[src/rtl/output_pipeline_pkg.sv]
// Shared types and constants for the histogram-equalizer output stage.
package output_pipeline_pkg;

    typedef enum logic [3:0] {
        S_IDLE   = 4'd0,
        S_FETCH  = 4'd1,
        S_WAIT_W = 4'd2,
        S_LOOKUP = 4'd3,
        S_WAIT_C = 4'd4,
        S_DIVIDE = 4'd5,
        S_PACK   = 4'd6,
        S_WRITE  = 4'd7,
        S_DONE   = 4'd8
    } state_e;

    localparam int PIX_PER_WORD = 16;
    localparam int SCALE        = 255;
    localparam int CDF_W        = 20;

    // CDF entries live in a 256-entry bank selected by the top address bit.
    function automatic logic [15:0] cdf_addr(input logic bank, input logic [7:0] pix);
        return {bank, 7'b000_0000, pix};
    endfunction

endpackage

[src/rtl/output_pipeline_seq_divider.sv]
// Restoring unsigned divider, one quotient bit per cycle; done pulses with the final quotient.
module seq_divider #(
    parameter int NUM_W = 28,
    parameter int DEN_W = 20
) (
    input  logic             clock,
    input  logic             rst_n,
    input  logic             start_i,
    input  logic [NUM_W-1:0] numerator_i,
    input  logic [DEN_W-1:0] denominator_i,
    output logic             busy_o,
    output logic             done_o,
    output logic [NUM_W-1:0] quotient_o
);

    localparam int CNT_W = $clog2(NUM_W + 1);

    logic [DEN_W-1:0] rem_q, rem_d;
    logic [NUM_W-1:0] quo_q, quo_d;
    logic [DEN_W-1:0] den_q, den_d;
    logic [CNT_W-1:0] cnt_q, cnt_d;
    logic             busy_q, busy_d;
    logic             done_q, done_d;

    logic [DEN_W:0]   trial_s;
    logic [DEN_W:0]   sub_s;
    logic             ge_s;

    // The numerator register shifts its MSB into the remainder while quotient bits fill from the LSB.
    always_comb begin
        trial_s = {rem_q, quo_q[NUM_W-1]};
        sub_s   = trial_s - {1'b0, den_q};
        ge_s    = (trial_s >= {1'b0, den_q});
    end

    // Next-state for the iteration registers.
    always_comb begin
        rem_d  = rem_q;
        quo_d  = quo_q;
        den_d  = den_q;
        cnt_d  = cnt_q;
        busy_d = busy_q;
        done_d = 1'b0;
        if (start_i) begin
            rem_d  = '0;
            quo_d  = numerator_i;
            den_d  = denominator_i;
            cnt_d  = '0;
            busy_d = 1'b1;
        end else if (busy_q) begin
            rem_d = ge_s ? sub_s[DEN_W-1:0] : trial_s[DEN_W-1:0];
            quo_d = {quo_q[NUM_W-2:0], ge_s};
            if (cnt_q == CNT_W'(NUM_W - 1)) begin
                busy_d = 1'b0;
                done_d = 1'b1;
                cnt_d  = '0;
            end else begin
                cnt_d = cnt_q + {{(CNT_W-1){1'b0}}, 1'b1};
            end
        end else begin
            busy_d = 1'b0;
        end
    end

    // State registers.
    always_ff @(posedge clock or negedge rst_n) begin
        if (!rst_n) begin
            rem_q  <= '0;
            quo_q  <= '0;
            den_q  <= '0;
            cnt_q  <= '0;
            busy_q <= 1'b0;
            done_q <= 1'b0;
        end else begin
            rem_q  <= rem_d;
            quo_q  <= quo_d;
            den_q  <= den_d;
            cnt_q  <= cnt_d;
            busy_q <= busy_d;
            done_q <= done_d;
        end
    end

    assign busy_o     = busy_q;
    assign done_o     = done_q;
    assign quotient_o = quo_q;

endmodule

[src/rtl/output_pipeline.sv]
// Output stage: re-reads image words, maps each pixel through the equalization CDF, writes packed results.
module output_pipeline
    import output_pipeline_pkg::*;
#(
    parameter int          NUM_WORDS = 4,
    parameter logic [15:0] OUT_BASE  = 16'h0000,
    parameter int          DIV_W     = 28
) (
    input  logic             clock,
    input  logic             rst_n,
    input  logic             start,
    input  logic             cdf_valid,
    input  logic [19:0]      cdf_min,
    input  logic             cdfBaseOffset,
    input  logic [127:0]     m1ReadBus,
    input  logic [127:0]     m2ReadBus,
    output logic [15:0]      m1ReadAddr,
    output logic [15:0]      m2ReadAddr,
    output logic [15:0]      m4WriteAddr,
    output logic [127:0]     m4WriteBus,
    output logic             m4WE,
    output logic             done
);

    localparam logic [CDF_W-1:0] N_PIX     = CDF_W'(PIX_PER_WORD * NUM_WORDS);
    localparam logic [15:0]      LAST_WORD = 16'(NUM_WORDS - 1);

    state_e         state_q, state_d;
    logic [15:0]    word_q, word_d;
    logic [3:0]     idx_q, idx_d;
    logic [127:0]   pix_q, pix_d;
    logic [127:0]   out_q, out_d;
    logic [7:0]     res_q, res_d;
    logic [15:0]    m1a_q, m1a_d;
    logic [15:0]    m2a_q, m2a_d;
    logic [15:0]    m4a_q, m4a_d;
    logic [127:0]   m4bus_q, m4bus_d;
    logic           m4we_q, m4we_d;
    logic           done_q, done_d;

    logic [CDF_W-1:0] cdf_s, diff_s, den_s;
    logic [DIV_W-1:0] num_s, div_quo_s;
    logic             div_start_s, div_busy_s, div_done_s;
    logic [3:0]       idx_next_s;
    logic             unused_bits_s;

    function automatic logic [7:0] sat_u8(input logic [DIV_W-1:0] q);
        if (q > DIV_W'(SCALE)) begin
            return 8'hFF;
        end else begin
            return q[7:0];
        end
    endfunction

    // Rounded-division operands; absent pixels (cdf below cdf_min) collapse to a zero numerator term.
    always_comb begin
        cdf_s  = m2ReadBus[CDF_W-1:0];
        diff_s = (cdf_s >= cdf_min) ? (cdf_s - cdf_min) : {CDF_W{1'b0}};
        den_s  = N_PIX - cdf_min;
        num_s  = ({{(DIV_W-CDF_W){1'b0}}, diff_s} * DIV_W'(SCALE))
               + {{(DIV_W-CDF_W+1){1'b0}}, den_s[CDF_W-1:1]};
    end

    assign idx_next_s    = idx_q + 4'd1;
    assign unused_bits_s = ^{m2ReadBus[127:CDF_W], div_busy_s};

    seq_divider #(
        .NUM_W (DIV_W),
        .DEN_W (CDF_W)
    ) u_div (
        .clock         (clock),
        .rst_n         (rst_n),
        .start_i       (div_start_s),
        .numerator_i   (num_s),
        .denominator_i (den_s),
        .busy_o        (div_busy_s),
        .done_o        (div_done_s),
        .quotient_o    (div_quo_s)
    );

    // Sequencer next-state; addresses are set on entry so they are stable for the whole read cycle.
    always_comb begin
        state_d     = state_q;
        word_d      = word_q;
        idx_d       = idx_q;
        pix_d       = pix_q;
        out_d       = out_q;
        res_d       = res_q;
        m1a_d       = m1a_q;
        m2a_d       = m2a_q;
        m4a_d       = m4a_q;
        m4bus_d     = m4bus_q;
        m4we_d      = 1'b0;
        done_d      = 1'b0;
        div_start_s = 1'b0;
        if ((state_q != S_IDLE) && !start) begin
            state_d = S_IDLE;
            word_d  = 16'd0;
            idx_d   = 4'd0;
            m1a_d   = 16'd0;
            m2a_d   = 16'd0;
        end else begin
            case (state_q)
                S_IDLE: begin
                    if (start && cdf_valid) begin
                        state_d = S_FETCH;
                        m1a_d   = word_q;
                    end else begin
                        state_d = S_IDLE;
                    end
                end
                S_FETCH: begin
                    state_d = S_WAIT_W;
                end
                S_WAIT_W: begin
                    pix_d   = m1ReadBus;
                    idx_d   = 4'd0;
                    m2a_d   = cdf_addr(cdfBaseOffset, m1ReadBus[7:0]);
                    state_d = S_LOOKUP;
                end
                S_LOOKUP: begin
                    state_d = S_WAIT_C;
                end
                S_WAIT_C: begin
                    if (den_s == {CDF_W{1'b0}}) begin
                        res_d   = 8'h00;
                        state_d = S_PACK;
                    end else begin
                        div_start_s = 1'b1;
                        state_d     = S_DIVIDE;
                    end
                end
                S_DIVIDE: begin
                    if (div_done_s) begin
                        res_d   = sat_u8(div_quo_s);
                        state_d = S_PACK;
                    end else begin
                        state_d = S_DIVIDE;
                    end
                end
                S_PACK: begin
                    out_d[{idx_q, 3'b000} +: 8] = res_q;
                    if (idx_q == 4'd15) begin
                        m4we_d  = 1'b1;
                        m4a_d   = OUT_BASE + word_q;
                        m4bus_d = out_d;
                        idx_d   = 4'd0;
                        state_d = S_WRITE;
                    end else begin
                        idx_d   = idx_next_s;
                        m2a_d   = cdf_addr(cdfBaseOffset, pix_q[{idx_next_s, 3'b000} +: 8]);
                        state_d = S_LOOKUP;
                    end
                end
                S_WRITE: begin
                    if (word_q == LAST_WORD) begin
                        done_d  = 1'b1;
                        state_d = S_DONE;
                    end else begin
                        word_d  = word_q + 16'd1;
                        m1a_d   = word_q + 16'd1;
                        state_d = S_FETCH;
                    end
                end
                S_DONE: begin
                    done_d  = 1'b1;
                    state_d = S_DONE;
                end
                default: begin
                    state_d = S_IDLE;
                end
            endcase
        end
    end

    // Sequencer and output registers.
    always_ff @(posedge clock or negedge rst_n) begin
        if (!rst_n) begin
            state_q <= S_IDLE;
            word_q  <= 16'd0;
            idx_q   <= 4'd0;
            pix_q   <= 128'd0;
            out_q   <= 128'd0;
            res_q   <= 8'd0;
            m1a_q   <= 16'd0;
            m2a_q   <= 16'd0;
            m4a_q   <= 16'd0;
            m4bus_q <= 128'd0;
            m4we_q  <= 1'b0;
            done_q  <= 1'b0;
        end else begin
            state_q <= state_d;
            word_q  <= word_d;
            idx_q   <= idx_d;
            pix_q   <= pix_d;
            out_q   <= out_d;
            res_q   <= res_d;
            m1a_q   <= m1a_d;
            m2a_q   <= m2a_d;
            m4a_q   <= m4a_d;
            m4bus_q <= m4bus_d;
            m4we_q  <= m4we_d;
            done_q  <= done_d;
        end
    end

    assign m1ReadAddr  = m1a_q;
    assign m2ReadAddr  = m2a_q;
    assign m4WriteAddr = m4a_q;
    assign m4WriteBus  = m4bus_q;
    assign m4WE        = m4we_q;
    assign done        = done_q;

endmodule

[config.mk]
export PLATFORM = sky130hd
export DESIGN_NAME = output_pipeline
export DESIGN_NICKNAME = d
export VERILOG_FILES = /design/src/rtl/output_pipeline_pkg.sv /design/src/rtl/output_pipeline_seq_divider.sv /design/src/rtl/output_pipeline.sv
export SDC_FILE = /design/constraint.sdc
export NUM_CORES = 1
export LEC_CHECK = 0
export CORE_MARGIN = 3
export CORE_UTILIZATION = 29
export CTS_CLUSTER_SIZE = 40
export DETAILED_ROUTE_END_ITERATION = 12
export GPL_TIMING_DRIVEN = 0
export HOLD_SLACK_MARGIN = 0.06
export PLACE_DENSITY = 0.57
export SLEW_MARGIN = 0
export SYNTH_ARGS = -nofsm -noshare
export SYNTH_HDL_FRONTEND = slang
export SYNTH_SLANG_ARGS = --single-unit
[constraint.sdc]
create_clock -name clock -period 3 [get_ports clock]
set_input_delay 0.6 -clock clock [delete_from_list [all_inputs] [get_ports clock]]
set_output_delay 0.6 -clock clock [all_outputs]
set_load 0.02 [all_outputs]
* Yosys cells after proc, flatten, opt, wreduce, memory -nomap -nowiden
Index checks and enable logic that the tools add are counted.
Word-level totals: flip-flop bits (word level) 541, bits of input ports 281, output and inout bits 178
Operators by class: add/subtract/negate cells 8, $mul 1, magnitude comparators 3, equality and inequality tests 17, shift-type cells 3, multiplexer cells 48, bitwise logic cells 1, reduce and logical (&&, ||, !) cells 18
Operator list (number):
- bitwise mux 128 bit | 1
- variable shift 8 x 9 -> 128 bit, first input constant | 1
- variable part select 128 x 8 -> 8 bit | 1
- variable part select 8 x 9 -> 128 bit | 1
- 2-to-1 mux 16 bit | 7
- 2-to-1 mux 20 bit | 4
- case mux 16 bit (2 select lines) | 2
- 2-to-1 mux 28 bit | 2
- subtractor 20 bit | 2
- case mux 4 bit (9 select lines) | 1
- adder 28 x 19 -> 28 bit | 1
- > comparator 28 x 8 -> 1 bit, second input constant | 1
- multiplier 20 x 8 -> 28 bit, second input constant | 1
- 2-to-1 mux 8 bit | 3
- greater-or-equal comparator 21 x 20 -> 1 bit | 1
- greater-or-equal comparator 20 bit | 1
- zero test 20 bit | 1
- subtractor 7 x 20 -> 20 bit, first input constant | 1
- adder 16 x 1 -> 16 bit, second input constant | 1
- == test 16 x 2 -> 1 bit, second input constant | 1
- == test 4 x 3 -> 1 bit, second input constant | 4
- 2-to-1 mux 4 bit | 4
- case mux 8 bit (2 select lines) | 1
- 2-to-1 mux 1 bit | 15
- other kinds (25) | 41

* Longest topological paths before layout
Gate-level depths: netlist of the first run.
word-level depth 6, gate-level depth with buffers 30, mapped depth without buffers 29

* Cells and area by module
From an unflattened synthesis of the first run, not the netlist that was laid out.
Second synthesis, totals: cell total of the unflattened synthesis 2803, area, all modules 30609.4 um^2
By module, submodules not included:
- output_pipeline | instances 1, cells an instance 2299, area an instance 26072.5 um^2, sequential area each 11486.0 um^2
- seq_divider | instances 1, cells an instance 504, area an instance 4536.9 um^2, sequential area each 1876.8 um^2

* Least setup slack after synthesis of the first run
Ideal clock, no wire load.
kind input to register, from in m2ReadBus[0], to reg u_div.quo_q[24], in the netlist u_div.quotient_o[24], data arrival time 7283 ps, required time 2905 ps, setup slack -4379 ps, stages on the path 28, path buffers 0, path through inv_1 ha_1 inv_1 fa_1 a21o_1 a21oi_1 o21ai_0 a31oi_1 nor2_1 o31ai_1 mux2_2 o21ai_0 fa_1 fa_1 inv_1 fa_1 inv_1 fa_1 inv_1 ha_1 and3_1 a221o_1 a21o_1 a21o_1 o21ai_0 a21boi_0 o21a_1 o31ai_1
On the way: word-level cells in the longest chain between the ends 5, elaborated cells between the ends (all ways) 6, those cells by class add/sub (2); mul (1); order compare (1); mux (2)
Ends and longest elaborated chain:
- start, declared | line output_pipeline.sv:16 | input logic [127:0] m2ReadBus,
- subtractor 20 bit / greater-or-equal comparator 20 bit (equally long branches) | line output_pipeline.sv:58 | diff_s = (cdf_s >= cdf_min) ? (cdf_s - cdf_min) : {CDF_W{1'b0}};
- 2-to-1 mux 20 bit * | line output_pipeline.sv:58
- multiplier 20 x 8 -> 28 bit * | line output_pipeline.sv:60 | num_s = ({{(DIV_W-CDF_W){1'b0}}, diff_s} * DIV_W'(SCALE))
- adder 28 x 19 -> 28 bit * | line output_pipeline.sv:61 | + {{(DIV_W-CDF_W+1){1'b0}}, den_s[CDF_W-1:1]};
- 2-to-1 mux 28 bit * | line output_pipeline_seq_divider.sv:44 | if (start_i) begin
- end signal, assigned | line output_pipeline_seq_divider.sv:76 | quo_q <= quo_d;
- end, declared | line output_pipeline_seq_divider.sv:19 | logic [NUM_W-1:0] quo_q, quo_d;
Every way passes the cells marked *; elsewhere a longest branch is shown, timed or not. A chain may end at the register's enable or synchronous reset.

* Final worst setup path of the first run
from in m2ReadBus[8], to reg u_div.quo_q[22], in the netlist u_div.quotient_o[22]
Same word-level chain as after synthesis.

==> flow_results.org, run 1 <==
** Route
- The detail route stage leaves a number of antenna-violating nets equal to 0.
- Overall via count from detail_route :: 23600
- DR DRC count :: 0
- First-iteration detailed-routing DRC count :: 1473
- After detailed routing, the average wire length per cell comes to 20.1 um.
- Iteration count of the initial detailed-routing pass :: 5
- After detailed routing, the total wire length is 98000 um.
- Detailed-route vias per instance :: 4.83

** STA
- At the pin with the least slew margin, the transition time is 1.13 ns.
- After layout, the worst setup slack is -3.27 ns.
- Worst-case clock skew :: 0.0596 ns
- The number of hold violations in the final report is 0.
- Final setup vio count :: 27
- Minimum period implied by the final worst setup slack :: 6.27 ns
- The worst pin sits at a relative slew slack of 24.6%.
- Setup repair after global routing could not meet its margin everywhere.
- Max-slew violation count :: 0
- Static timing analysis puts the maximum clock frequency at 160 MHz.
- Period utilization :: 209%

** Synthesis
- The cell area that synthesis handed to floorplanning was 30500 um^2.
- Mapped Avg Cell Area :: 10.4 um^2
- The synthesized netlist contains 77 unique library cells.
- sky130_fd_sc_hd__dfrtp_1 is the most common cell in the netlist.
- Async S/R FF share, synth :: 100%
- Sequential cells were found to cover 43.9% of the synthesized design area.
- Counting flops with a built-in enable in the synthesized netlist gives 0.
- Synthesis handed over a netlist of 2928 instances.
- Synthesis inferred 534 register bits.
- For this run, the number of Yosys warnings is 0.
- Most used DFF post-synth :: sky130_fd_sc_hd__dfrtp_1
- Summed over all instances, the cell type with the most area after synthesis is sky130_fd_sc_hd__dfrtp_1.
- Counting instances in the post-synthesis netlist gives the leading cell types as 534 x sky130_fd_sc_hd__dfrtp_1, 356 x sky130_fd_sc_hd__nand2_1, 244 x sky130_fd_sc_hd__mux2_2.
- The synthesized design devotes to its leading area cell type 43.9% of total area.
- Yosys attributes the largest share of cell area to sky130_fd_sc_hd__dfrtp_1 44%, sky130_fd_sc_hd__mux2_2 9.0%, sky130_fd_sc_hd__fa_1 7.3%, sky130_fd_sc_hd__nand2_1 4.4%, sky130_fd_sc_hd__ha_1 3.9%.

** Cells and area
- Layout Area Growth over Synthesis :: 33.2%
- After routing the design area is 40600 um^2.
- Counting the fill cells in the layout gives 10100.
- Share of the core filled with cells in the final layout :: 39.0%
- In the final layout, the share of cells above drive strength 1 is 25.3%.
- In the final design database the tool counted 3924 nets.

** Clocking
- Clock buffer depth :: 3
- H-tree level count :: 2
- After clock tree synthesis, the clock-pin slew on the worst setup and hold paths is 0.06 ns.
- The clock reaches the later pin of the worst-skew pair after 0.65 ns.
- TritonCTS built the clock tree.
- Sinks on Clock Net :: 534
- Clock buffers created by TritonCTS :: 60
- Root Buffer Master :: sky130_fd_sc_hd__clkbuf_16

** Floorplan
- Std-Cell Core Area :: 104000 um^2
- From bottom edge to top edge, the die measures 330 um.
- In this run the horizontal extent of the chip is 330 um.
- 459 I/O pins were placed.
- Starting density of the core :: 29.3%
- The die covers 109000 um^2.
- Standard-cell row count :: 118

** Placement
- Number of I/O port buffers :: 339
- The congestion estimate from routability-driven global placement came to 0.848.
- Placed standard-cell area :: 36200 um^2
- Detailed placement ended at an HPWL of 73900 um.

** Pwr
- Combinational cells account for 60.6% of the total power.
- Power spread over the standard cell area amounts to 1110 nW/um^2.
- Part of the total power dissipated in sequential elements :: 21.8%
- The completed layout was analyzed and its total power is 45.0 mW.
- Leakage power :: 17.7 nW
- The internal portion of the total power is 27.0 mW.
- The clock network accounts for 17.6% of the total power.
- Share of total power consumed by net switching :: 40.0%
- IR analysis of the VDD net gives a maximum drop of 0.00138 V.
- Summed over all nets, the switching power comes to 18.0 mW.

** Run status
- The final reports fail on negative setup slack.
- The run finished, with violations left.

** GRT
- Via count of the first global-routing pass :: 24000
- The first global-routing pass estimated 149000 um of wire.
- Overall global routing resource usage :: 17.8%
- Largest net degree at the start of global routing :: 112
- The number of antenna violations at the first check in global routing was 7.
- Summed over all layers, the global routing overflow is 0.

** Worst setup path
- Worst stage delay on the critical path :: 0.53 ns
- STA puts the critical path data required time at 3.51 ns.
- Critical-path maximum fanout :: 5
- Data arrives at the worst endpoint at 6.78 ns.
- Across all register-to-register paths, the minimum setup slack is 0.14 ns.
- Kind of launch point of the worst setup path :: input pin
- Kind of end point of the critical path :: register
- The worst setup path is of the in -> reg kind.
- On the critical path, the stage with the largest delay is an instance of sky130_fd_sc_hd__fa_1.
- Worst path buffer plus inverter count :: 9
- Most common cell on crit path :: sky130_fd_sc_hd__fa_1
- Cell family with the largest share of critical-path delay :: adder cells

** Flow run
- Max-cap violations in this run came to 0.

** Min path
- Worst hold-check path type :: in -> reg
-- per-stage QoR --
| step | hold WS, ns | setup WS [ns] | TNS, ns | std cells |
|---|---|---|---|---|
| 2_1_floorplan | 0.304 | -3.66 | -80.98 | 2934 |
| 3_3_place_gp | 0.459 | -23.86 | - | 4653 |
| 3_5_place_dp | 0.470 | -5.06 | -477.06 | 4659 |
| 4_1_cts | 0.343 | -3.24 | -70.42 | 4836 |
| 5_1_grt | 0.396 | -3.47 | -75.60 | 4873 |
| 6_report | 0.391 | -3.27 | -70.65 | 4873 |
-- state kept, by name, summed over array words and instances (netlist names), 4 cells and up --
signal	cells
u_div.rem_q	20
res_q	8
m2ReadAddr	9
m1ReadAddr	16
m4WriteBus	128
state_q	4
word_q	16
u_div.cnt_q	5
m4WriteAddr	16
out_q	128
idx_q	4
u_div.quotient_o	28
u_div.den_q	20
pix_q	128
-- area by class of cell --
type                       instances  area [um^2]  share of cell area, %
buffer                           140          787                   1.94
tap                             1380         1730                   4.26
clock buffer                      88         1810                   4.46
multi-input combinational       2026        17200                   42.5
timing repair buffer             447         4410                   10.9
inverter                         227          865                   2.13
clock inverter                    26          350                  0.864
sequential                       534        13400                   32.9
antenna                            5         12.5                 0.0308
-- cell usage in the layout, fill, tap and decap left out, types with 14 or more instances in the layout --
cell / synthesis / layout
sky130_fd_sc_hd__a21o_1: 29 / 29
sky130_fd_sc_hd__a21oi_1: 145 / 128
sky130_fd_sc_hd__a21oi_2: 0 / 16
sky130_fd_sc_hd__and2_4: 0 / 15
sky130_fd_sc_hd__buf_4: 13 / 95
sky130_fd_sc_hd__buf_6: 2 / 21
sky130_fd_sc_hd__clkbuf_1: 104 / 60
sky130_fd_sc_hd__clkbuf_16: 0 / 62
sky130_fd_sc_hd__clkbuf_2: 1 / 41
sky130_fd_sc_hd__clkbuf_8: 0 / 21
sky130_fd_sc_hd__clkdlybuf4s50_1: 0 / 310
sky130_fd_sc_hd__dfrtp_1: 534 / 532
sky130_fd_sc_hd__fa_1: 111 / 97
sky130_fd_sc_hd__fa_2: 0 / 14
sky130_fd_sc_hd__ha_1: 96 / 53
sky130_fd_sc_hd__ha_4: 0 / 40
sky130_fd_sc_hd__inv_1: 227 / 168
sky130_fd_sc_hd__inv_2: 0 / 58
sky130_fd_sc_hd__mux2_2: 244 / 243
sky130_fd_sc_hd__mux2i_1: 108 / 101
sky130_fd_sc_hd__mux4_2: 40 / 40
sky130_fd_sc_hd__nand2_1: 356 / 340
sky130_fd_sc_hd__nand2b_1: 16 / 15
sky130_fd_sc_hd__nand3_1: 44 / 37
sky130_fd_sc_hd__nand4_1: 20 / 20
sky130_fd_sc_hd__nor2_1: 169 / 147
sky130_fd_sc_hd__nor2_4: 0 / 18
sky130_fd_sc_hd__nor3_1: 62 / 53
sky130_fd_sc_hd__o21ai_0: 238 / 210
sky130_fd_sc_hd__o21ai_1: 24 / 40
sky130_fd_sc_hd__xnor2_1: 53 / 48
sky130_fd_sc_hd__xor2_1: 22 / 21
-- power by group through the flow --
stage | Sequential (mW) | Clock [mW] | Combinational [mW]
6_report | 9.80 | 7.92 | 27.2
5_1_grt | 9.99 | 8.40 | 30.1
4_1_cts | 9.75 | 8.09 | 25.0
3_5_place_dp | 9.85 | 0 | 21.9
3_3_place_gp | 9.85 | 0 | 21.7
2_1_floorplan | 9.69 | 0 | 17.0
-- worst reg2reg max path: stages (launching register included) --
cell and delay (ns):
sky130_fd_sc_hd__dfrtp_2 0.45, sky130_fd_sc_hd__buf_4 0.25, sky130_fd_sc_hd__inv_1 0.12, sky130_fd_sc_hd__ha_4 0.41
sky130_fd_sc_hd__nor2b_1 0.16, sky130_fd_sc_hd__clkbuf_1 0.27, sky130_fd_sc_hd__nand2_2 0.22, sky130_fd_sc_hd__nor2_4 0.18
sky130_fd_sc_hd__buf_12 0.15, sky130_fd_sc_hd__mux2i_2 0.38, sky130_fd_sc_hd__o21ai_0 0.13
-- metal layers --
| metal | track usage, % | part of all wire, % |
|---|---|---|
| met1 | 24.4 | 45 |
| met2 | 29.2 | 48 |
| met3 | 2.93 | 5.3 |
| met4 | 4.60 | 2.3 |
| met5 | 0 | 0.013 |
-- path summary, 6_finish.rpt --
path                                        startpoint                               end  cells past startpoint
max                                       m2ReadBus[8]  u_div.quotient_o[22]$_DFFE_PN0P_                     30
min                                         cdf_min[0]        u_div.den_q[0]$_DFFE_PN0P_                      3
max reg2reg                       idx_q[0]$_DFFE_PN0P_        m4WriteBus[87]$_DFFE_PN0P_                     10
min reg2reg                m4WriteBus[106]$_DFFE_PN0P_       m4WriteBus[106]$_DFFE_PN0P_                      2
max in group asynchronous                        rst_n        m4WriteBus[49]$_DFFE_PN0P_                      4
min in group asynchronous                        rst_n        m1ReadAddr[11]$_DFFE_PN0P_                      2
-- cells by family after synthesis --
| group | count (synthesis) | share of synthesized area [%] |
|---|---|---|
| other | 1 | 0.0123 |
| adders and majority gates | 207 | 11.2 |
| and+or+nand+nor | 781 | 11.6 |
| AOI/OAI and AO/OA | 559 | 10.6 |
| xor gates and xnor gates | 75 | 2.16 |
| muxes | 397 | 15.7 |
| buffers and inverters | 374 | 4.85 |
| DFF | 534 | 43.9 |
-- timing repair --
| action | 4_1_cts | 5_1_grt |
|---|---|---|
| pin swaps | 111 | 122 |
| cloned | 3 | 0 |
| endpoints found under the setup margin | 475 | 422 |
| endpoints found under the hold margin | 41 | 0 |
| gates resized for setup | 289 | 199 |
| buffers inserted | 61 | 41 |
| hold buffers | 1 | 0 |
(Power assumes the default switching activity.)
==> inputs of run 2 (changes only) <==
--- a/config.mk
+++ b/config.mk
@@ -5,13 +5,14 @@
 export SDC_FILE = /design/constraint.sdc
 export NUM_CORES = 1
 export LEC_CHECK = 0
-export CORE_MARGIN = 3
-export CORE_UTILIZATION = 29
+export CORE_MARGIN = 2
+export CORE_UTILIZATION = 45
 export CTS_CLUSTER_SIZE = 40
 export DETAILED_ROUTE_END_ITERATION = 12
 export GPL_TIMING_DRIVEN = 0
 export HOLD_SLACK_MARGIN = 0.06
-export PLACE_DENSITY = 0.57
+export PLACE_DENSITY = 0.78
+export RECOVER_POWER = 25
 export SLEW_MARGIN = 0
 export SYNTH_ARGS = -nofsm -noshare
 export SYNTH_HDL_FRONTEND = slang
==> run 2 against run 1 <==
Compared with the run above:
- the flow finishes with violations (max-capacitance violations, max-slew violations, negative setup slack)
- final cell count down 11%
- count of clock-buffer cells in the layout is 10 lower
- setup slack worse by 0.18 ns
- core utilization up 20 points
- routed wire length down 7.6%
- power shrank 2.0%
- critical path type unchanged
- largest cell class unchanged
- highest routed layer unchanged
==> flow_results.org, run 2 (synthesis results as in run 1) <==
** Cells and area
- The library cells used most frequently in the layout, excluding fill and tap cells, are 532 x sky130_fd_sc_hd__dfrtp_1, 342 x sky130_fd_sc_hd__nand2_1, 312 x sky130_fd_sc_hd__clkdlybuf4s50_1.
- The post-route netlist has 23.3% of its cells at a drive strength greater than 1.
- Finished Layout Cells :: 4341
- The net count of the finished layout is 3905.
- Cells fill 58.8% of the core in the end.
- Most frequent standard cell in the layout excluding fill and tap cells :: sky130_fd_sc_hd__dfrtp_1
- Counting the fill cells in the layout gives 5314.
- Relative to the synthesized area, the layout overhead comes to 29.5%.

** Placement
- The congestion estimate from routability-driven global placement came to 0.942.
- Inst Count DP :: 4152
- Detailed placement finished with a half-perimeter wire length of 65400 um.
- Number of I/O port buffers :: 339
- OpenSTA, run right after detailed placement, puts the worst setup slack at -5.01 ns.

** STA
- For the final routed database, the setup TNS stands at -99.55 ns.
- Period utilization :: 215%
- For the pin with the worst max-slew slack, the measured transition is 2.50 ns.
- Number of endpoints with negative hold slack in the final report :: 0
- For this run, the top clock speed supported by timing is 155 MHz.
- In this run the tightest slew margin relative to its limit is -67.0%.
- Worst-case clock skew :: 0.0362 ns
- Worst Setup Slack, final :: -3.45 ns
- Max-slew violation count :: 97
- For the finished layout, the period the worst path requires is 6.45 ns.
- Setup repair after global routing could not meet its margin everywhere.
- Final setup vio count :: 218

** Worst setup path
- On the critical path, the stage with the largest delay is an instance of sky130_fd_sc_hd__fa_1.
- The setup path with the least slack is of type in -> reg.
- Source of the worst register-to-register timing path :: idx_q[0]$_DFFE_PN0P_
- Crit Reg-Reg Endpoint :: m2ReadAddr[5]$_DFFE_PN0P_
- Capture point of the critical path :: u_div.quotient_o[21]$_DFFE_PN0P_
- Number of gates on the worst path with buffers counted :: 30
- Tracing the worst setup path back leads to its startpoint at m2ReadBus[0].
- Cell family with the largest share of critical-path delay :: adder cells
- The worst register-to-register path has a depth of 6.
- The worst setup path is launched from an input pin.
- Together, buffers and inverters on the worst path number 8.
- The worst setup path is captured at a register.
- At the worst endpoint, the required time is 3.49 ns.
- For flop-to-flop paths, the worst setup slack is 0.11 ns.
- Data arrival time of the worst path :: 6.93 ns
- Of all nets on the critical path, the largest fanout is 6.
- In this design, the stage delay of the slowest critical-path cell is 0.58 ns.

** Floorplan
- The floorplan step set the die height to 264 um.
- 459 I/O pins were placed.
- DIE AREA :: 69800 um^2
- Measured along the x axis, the die boundary spans 264 um.
- Once the floorplan was initialized, standard cells occupied 45.4% of the core.
- Std-Cell Core Area :: 67000 um^2
- Standard-cell row count :: 95

** GRT
- The number of antenna violations at the first check in global routing was 10.
- Via count of the first global-routing pass :: 25000
- After global routing the overflow that remains totals 0.
- Wire length of the first global-routing pass :: 140000 um
- Entering global routing, the biggest net connects 118 pins.
- Overall global routing resource usage :: 25.6%

** Route
- For this block, the via count after detailed routing is 24400.
- Dividing the detail-routed wire length by the instance count gives 20.9 um.
- For this run, design rule violations remaining after detail routing come to 0.
- Detail Route Antenna Nets :: 0
- Detailed-route vias per instance :: 5.63
- Routed wire length :: 90600 um
- First-iteration detailed-routing DRC count :: 2048
- Before antenna repair, the detailed router went through 6 iterations.

** Clocking
- The clock passes through at most 3 buffers.
- CTS tree :: yes
- Clock insertion delay at the later pin of the skew report :: 0.63 ns
- The H-tree was split into 2 levels.
- The tree built by TritonCTS fans out to 534 sinks.
- Clock transition time at the flip-flop clock pins of the worst setup and hold paths :: 0.06 ns
- Root Buffer Master :: sky130_fd_sc_hd__clkbuf_16
- Clock buffers created by TritonCTS :: 55

** Pwr
- Summed over all cells, the static leakage comes to 17.5 nW.
- Dividing total power by cell area gives a power density of 1120 nW/um^2.
- Across the VDD grid, the largest voltage drop is 0.00161 V.
- Summing internal, switching and leakage power gives 44.1 mW.

** Flow run
- Max-cap violations in this run came to 1.

** Min path
- Worst hold-check path type :: in -> reg

** Run status
- Status :: finished, violations left
- Violations in the final reports :: max-capacitance violations, max-slew violations, negative setup slack
run 2: worst min path at each step:
| stage | startpoint | endpoint | slack, ns | cells past startpoint |
|---|---|---|---|---|
| after floorplan | rst_n | done$_DFF_PN0_ | 0.30 | 0 |
| after CTS | cdf_min[0] | u_div.den_q[0]$_DFFE_PN0P_ | 0.37 | 3 |
| after detailed placement | m4WriteAddr[15]$_DFFE_PN0P_ | m4WriteAddr[15]$_DFFE_PN0P_ | 0.46 | 2 |
| after global placement | m4WriteAddr[1]$_DFFE_PN0P_ | m4WriteAddr[1]$_DFFE_PN0P_ | 0.46 | 2 |
| final | start | state_q[1]$_DFF_PN0_ | 0.43 | 3 |
| after global routing | cdf_min[0] | u_div.den_q[0]$_DFFE_PN0P_ | 0.45 | 3 |
run 2: worst min-delay path, stage by stage:
cell and delay, ns:
sky130_fd_sc_hd__clkbuf_1 0.17, sky130_fd_sc_hd__a21oi_1 0.17, sky130_fd_sc_hd__nor3_1 0.05
run 2: repair_timing:
action	CTS	global route
gates resized for setup	281	141
endpoints found under the setup margin	479	442
hold buffers	1	0
pin swaps	93	63
endpoints found under the hold margin	81	0
gates cloned	2	0
setup buffers	59	26
run 2: through the flow:
step / instance area, um^2 / hold WS (ns)
global placement: 35400 / 0.461
detailed placement: 35600 / 0.463
floorplan: 30900 / 0.304
CTS: 38800 / 0.366
finish: 39400 / 0.433
global route: 39400 / 0.453
run 2: area by class of cell:
| cell class | count | area [um^2] | area share, % |
|---|---|---|---|
| Antenna cell | 9 | 22.5 | 0.0571 |
| Buffer | 141 | 785 | 1.99 |
| Clock buffer | 78 | 1620 | 4.12 |
| Clock inverter | 21 | 314 | 0.796 |
| Inverter | 227 | 865 | 2.19 |
| Multi-Input combinational cell | 2026 | 17100 | 43.5 |
| Sequential cell | 534 | 13400 | 33.9 |
| Tap cell | 873 | 1090 | 2.77 |
| Timing Repair Buffer | 432 | 4230 | 10.7 |
run 2: routing by layer:
layer	vias to the layer above	share of wire, %	global-route usage (%)	wire length, um
met5	-	0.014	0	13
met2	967	48	42.4	43400
li1	11100	-	-	-
met3	244	6.7	4.24	6060
met4	2	4.8	11.1	4390
met1	12100	41	33.1	36700
run 2: where the power goes:
group | leakage (nW) | total [mW] | internal (mW) | switching [mW]
clock network | 0.953 | 7.31 | 4.30 | 3.01
registers | 6.69 | 9.86 | 8.79 | 1.06
logic | 9.87 | 26.9 | 13.1 | 13.8
==> inputs of run 3 (changes only) <==
--- a/config.mk
+++ b/config.mk
@@ -6,12 +6,12 @@
 export NUM_CORES = 1
 export LEC_CHECK = 0
 export CORE_MARGIN = 2
-export CORE_UTILIZATION = 45
-export CTS_CLUSTER_SIZE = 40
+export CORE_UTILIZATION = 35
+export CTS_CLUSTER_SIZE = 20
 export DETAILED_ROUTE_END_ITERATION = 12
 export GPL_TIMING_DRIVEN = 0
 export HOLD_SLACK_MARGIN = 0.06
-export PLACE_DENSITY = 0.78
+export PLACE_DENSITY = 0.63
 export RECOVER_POWER = 25
 export SLEW_MARGIN = 0
 export SYNTH_ARGS = -nofsm -noshare
==> run 3 against run 2 <==
Compared with the run above:
- the run ends with negative setup slack left
- cell area grew 0.82%
- die area is 28% higher
- hold slack got worse by 0.0081 ns
- combinational power increased by 1%
- final cell count rose by 6.7%
- maximum frequency up 1.0%
- sequential share of layout area fell by 0.28 points
- critical path depth unchanged
- critical path type unchanged
- largest power group unchanged
- highest routed layer unchanged
==> flow_results.org, run 3 (synthesis results as in run 1) <==
** Run status
- Status :: finished, violations left
- The checks that failed: negative setup slack.

** Clocking
- H-tree level count :: 2
- Root Buffer Master :: sky130_fd_sc_hd__clkbuf_16
- At the later pin of the worst-skew pair, clock insertion delay measures 0.63 ns.
- CTS tree :: yes
- For this design, the sink count on the clock tree is 534.
- In this run, CTS created clock tree buffers numbering 56.
- Clock buffer depth :: 3
- Clock transition time at the flip-flop clock pins of the worst setup and hold paths :: 0.06 ns

** Worst setup path
- STA puts the critical path data required time at 3.50 ns.
- The largest single stage delay on the critical path is 0.53 ns.
- The critical path is of the in -> reg type.
- Most common cell on crit path :: sky130_fd_sc_hd__fa_1
- Along the worst path, the maximum fanout reaches 7.
- The worst setup path is captured at a register.
- Data arrival time of the worst path :: 6.88 ns
- The worst setup path is launched from an input pin.
- Critical-path top delay cell :: sky130_fd_sc_hd__fa_1

** Cells and area
- Leaving out fill and tap cells, the most frequent cell in the layout is sky130_fd_sc_hd__dfrtp_1.
- Cells with a size suffix above 1 make up 23.9% of the layout.
- Final Net Count :: 3909
- Summing all flip-flop and latch instances after layout gives 13400 um^2.
- The layout has 8043 filler cells.
- The multi-input combinational cells in the finished layout cover a total of 17100 um^2.
- From synthesis to final layout, the design area changed by 30.5%.
- Area of all placed cells without fillers :: 39800 um^2
- Most frequent cells in the layout :: 534 x sky130_fd_sc_hd__dfrtp_1, 340 x sky130_fd_sc_hd__nand2_1, 310 x sky130_fd_sc_hd__clkdlybuf4s50_1

** Floorplan
- Std-Cell Core Area :: 86500 um^2
- DIE AREA :: 89400 um^2
- Standard-cell row count :: 108
- 459 I/O pins were placed.
- The floorplan step set the die width to 299 um.
- Starting density of the core :: 35.2%
- Y dimension of the die :: 299 um

** GRT
- Wire length of the first global-routing pass :: 143000 um
- Overall global routing resource usage :: 20.4%
- Met1 Resource Use GR :: 27.5%
- Global route hottest layer :: met2
- After global routing the overflow that remains totals 0.
- Via count of the first global-routing pass :: 23900
- For met3 alone, demand over resource in global routing was 3.36%.
- Number of antenna violations at the first check in global routing :: 8
- For met2 alone, demand over resource in global routing was 34.3%.
- Entering global routing, the biggest net connects 116 pins.

** Route
- Detailed-route vias per instance :: 5.12
- Dividing the detail-routed wire length by the instance count gives 20.0 um.
- Iteration count of the initial detailed-routing pass :: 7
- For this block, the initial DRC count from the detailed router was 1743.
- The detail route stage leaves a number of antenna-violating nets equal to 0.
- Routed wire length :: 92600 um
- DR DRC count :: 0
- The detailed router placed 23700 vias in this run.

** STA
- The routed design could run at a clock period as short as 6.38 ns.
- Relative slew slack :: 15.5%
- Period utilization :: 213%
- After routing, the total negative slack on setup checks comes to -77.67 ns.
- Maximum clock rate :: 157 MHz
- Final setup vio count :: 68
- Setup slack on the critical path of the routed design comes to -3.38 ns.
- Across the routed clock network, the largest skew measured is 0.0224 ns.
- The count of pins over their slew limit came to 0.
- For the pin with the worst max-slew slack, the measured transition is 1.27 ns.
- Setup repair after global routing could not meet its margin everywhere.
- Number of endpoints with negative hold slack in the final report :: 0

** Pwr
- IR Drop Worst-Case VDD :: 0.00156 V
- Power density relative to cell area :: 1110 nW/um^2
- Overall power consumption after layout is estimated at 44.3 mW.
- Leakage power :: 17.5 nW

** Placement
- Gpl congestion :: 0.860
- Summing all placed instances gives a cell area of 35900 um^2.
- Estimated wirelength of the detail-placed design :: 69400 um
- In this run the tool buffered the top-level ports with 339 buffer cells.

** Flow run
- Max-cap violations in this run came to 0.

** Min path
- In this run the worst hold path is classified as in -> reg.
==> run 3: cell types whose count changed in the layout (fill, tap and decap cells not counted), moves of 5 or more <==
cell                            change
sky130_fd_sc_hd__a21oi_2            +5
sky130_fd_sc_hd__dlygate4sd2_1      +5
sky130_fd_sc_hd__mux2i_1            -6
sky130_fd_sc_hd__mux2i_2            +7
==> run 3: worst paths after layout <==
check / startpoint / to / slack, ns / cells past startpoint
min in group asynchronous: rst_n / m1ReadAddr[14]$_DFFE_PN0P_ / 0.79 / 2
setup / recovery: m2ReadBus[0] / u_div.quotient_o[24]$_DFFE_PN0P_ / -3.38 / 30
max in group asynchronous: rst_n / m4WriteBus[76]$_DFFE_PN0P_ / 0.12 / 4
hold / removal: cdf_min[0] / u_div.den_q[0]$_DFFE_PN0P_ / 0.42 / 3
hold reg to reg: m4WriteAddr[15]$_DFFE_PN0P_ / m4WriteAddr[15]$_DFFE_PN0P_ / 0.47 / 2
setup reg to reg: u_div.quotient_o[27]$_DFFE_PN0P_ / u_div.rem_q[18]$_DFFE_PN0P_ / 0 / 11
==> run 3: final cells by class <==
| cell class | instances | area share, % |
|---|---|---|
| Multi-Input combinational cell | 2026 | 43.0 |
| Sequential cell | 534 | 33.6 |
| Timing Repair Buffer | 434 | 10.8 |
| Clock buffer | 81 | 4.09 |
| Tap cell | 1155 | 3.63 |
| Inverter | 227 | 2.17 |
| Buffer | 142 | 1.90 |
| Clock inverter | 25 | 0.761 |
| Antenna cell | 7 | 0.0441 |
==> run 3: repair_timing <==
| item | in CTS | in global routing |
|---|---|---|
| hold buffers | 1 | 0 |
| buffers inserted | 62 | 25 |
| setup endpoints to repair | 481 | 383 |
| endpoints found under the hold margin | 47 | 0 |
| pin swaps | 116 | 77 |
| cloned | 3 | 0 |
| resized for setup | 299 | 127 |
==> run 3: layer usage <==
| metal | part of all wire, % | wire length, um |
|---|---|---|
| met5 | 0.022 | 20 |
| met4 | 2.3 | 2090 |
| met3 | 5.1 | 4730 |
| met2 | 48 | 44900 |
| met1 | 44 | 40900 |
==> run 3: per-stage QoR <==
stage / setup WS (ns) / hold slack [ns] / std cells / utilization (%)
after global placement: -23.13 / 0.461 / 4428 / 41.3
after floorplan: -3.66 / 0.304 / 2934 / -
after CTS: -3.22 / 0.375 / 4602 / 45.3
after detailed placement: -5.04 / 0.462 / 4434 / 41.5
final: -3.38 / 0.425 / 4631 / 46.0
after global routing: -3.55 / 0.401 / 4630 / 46.0
==> run 3: worst max-delay path: cells and delay by family <==
kind,cells,cell delay (ns)
adders and majority gates,7,2.71
AOI/OAI and AO/OA,12,2.31
and+or+nand+nor,4,0.78
buffers and inverters,7,0.50
==> run 3: report_power, final <==
part,switching (mW),internal (mW),total (mW)
Sequential,1.02,8.79,9.80
Combinational,13.8,13.5,27.3
Clock,3.09,4.14,7.23
Total,17.9,26.4,44.3
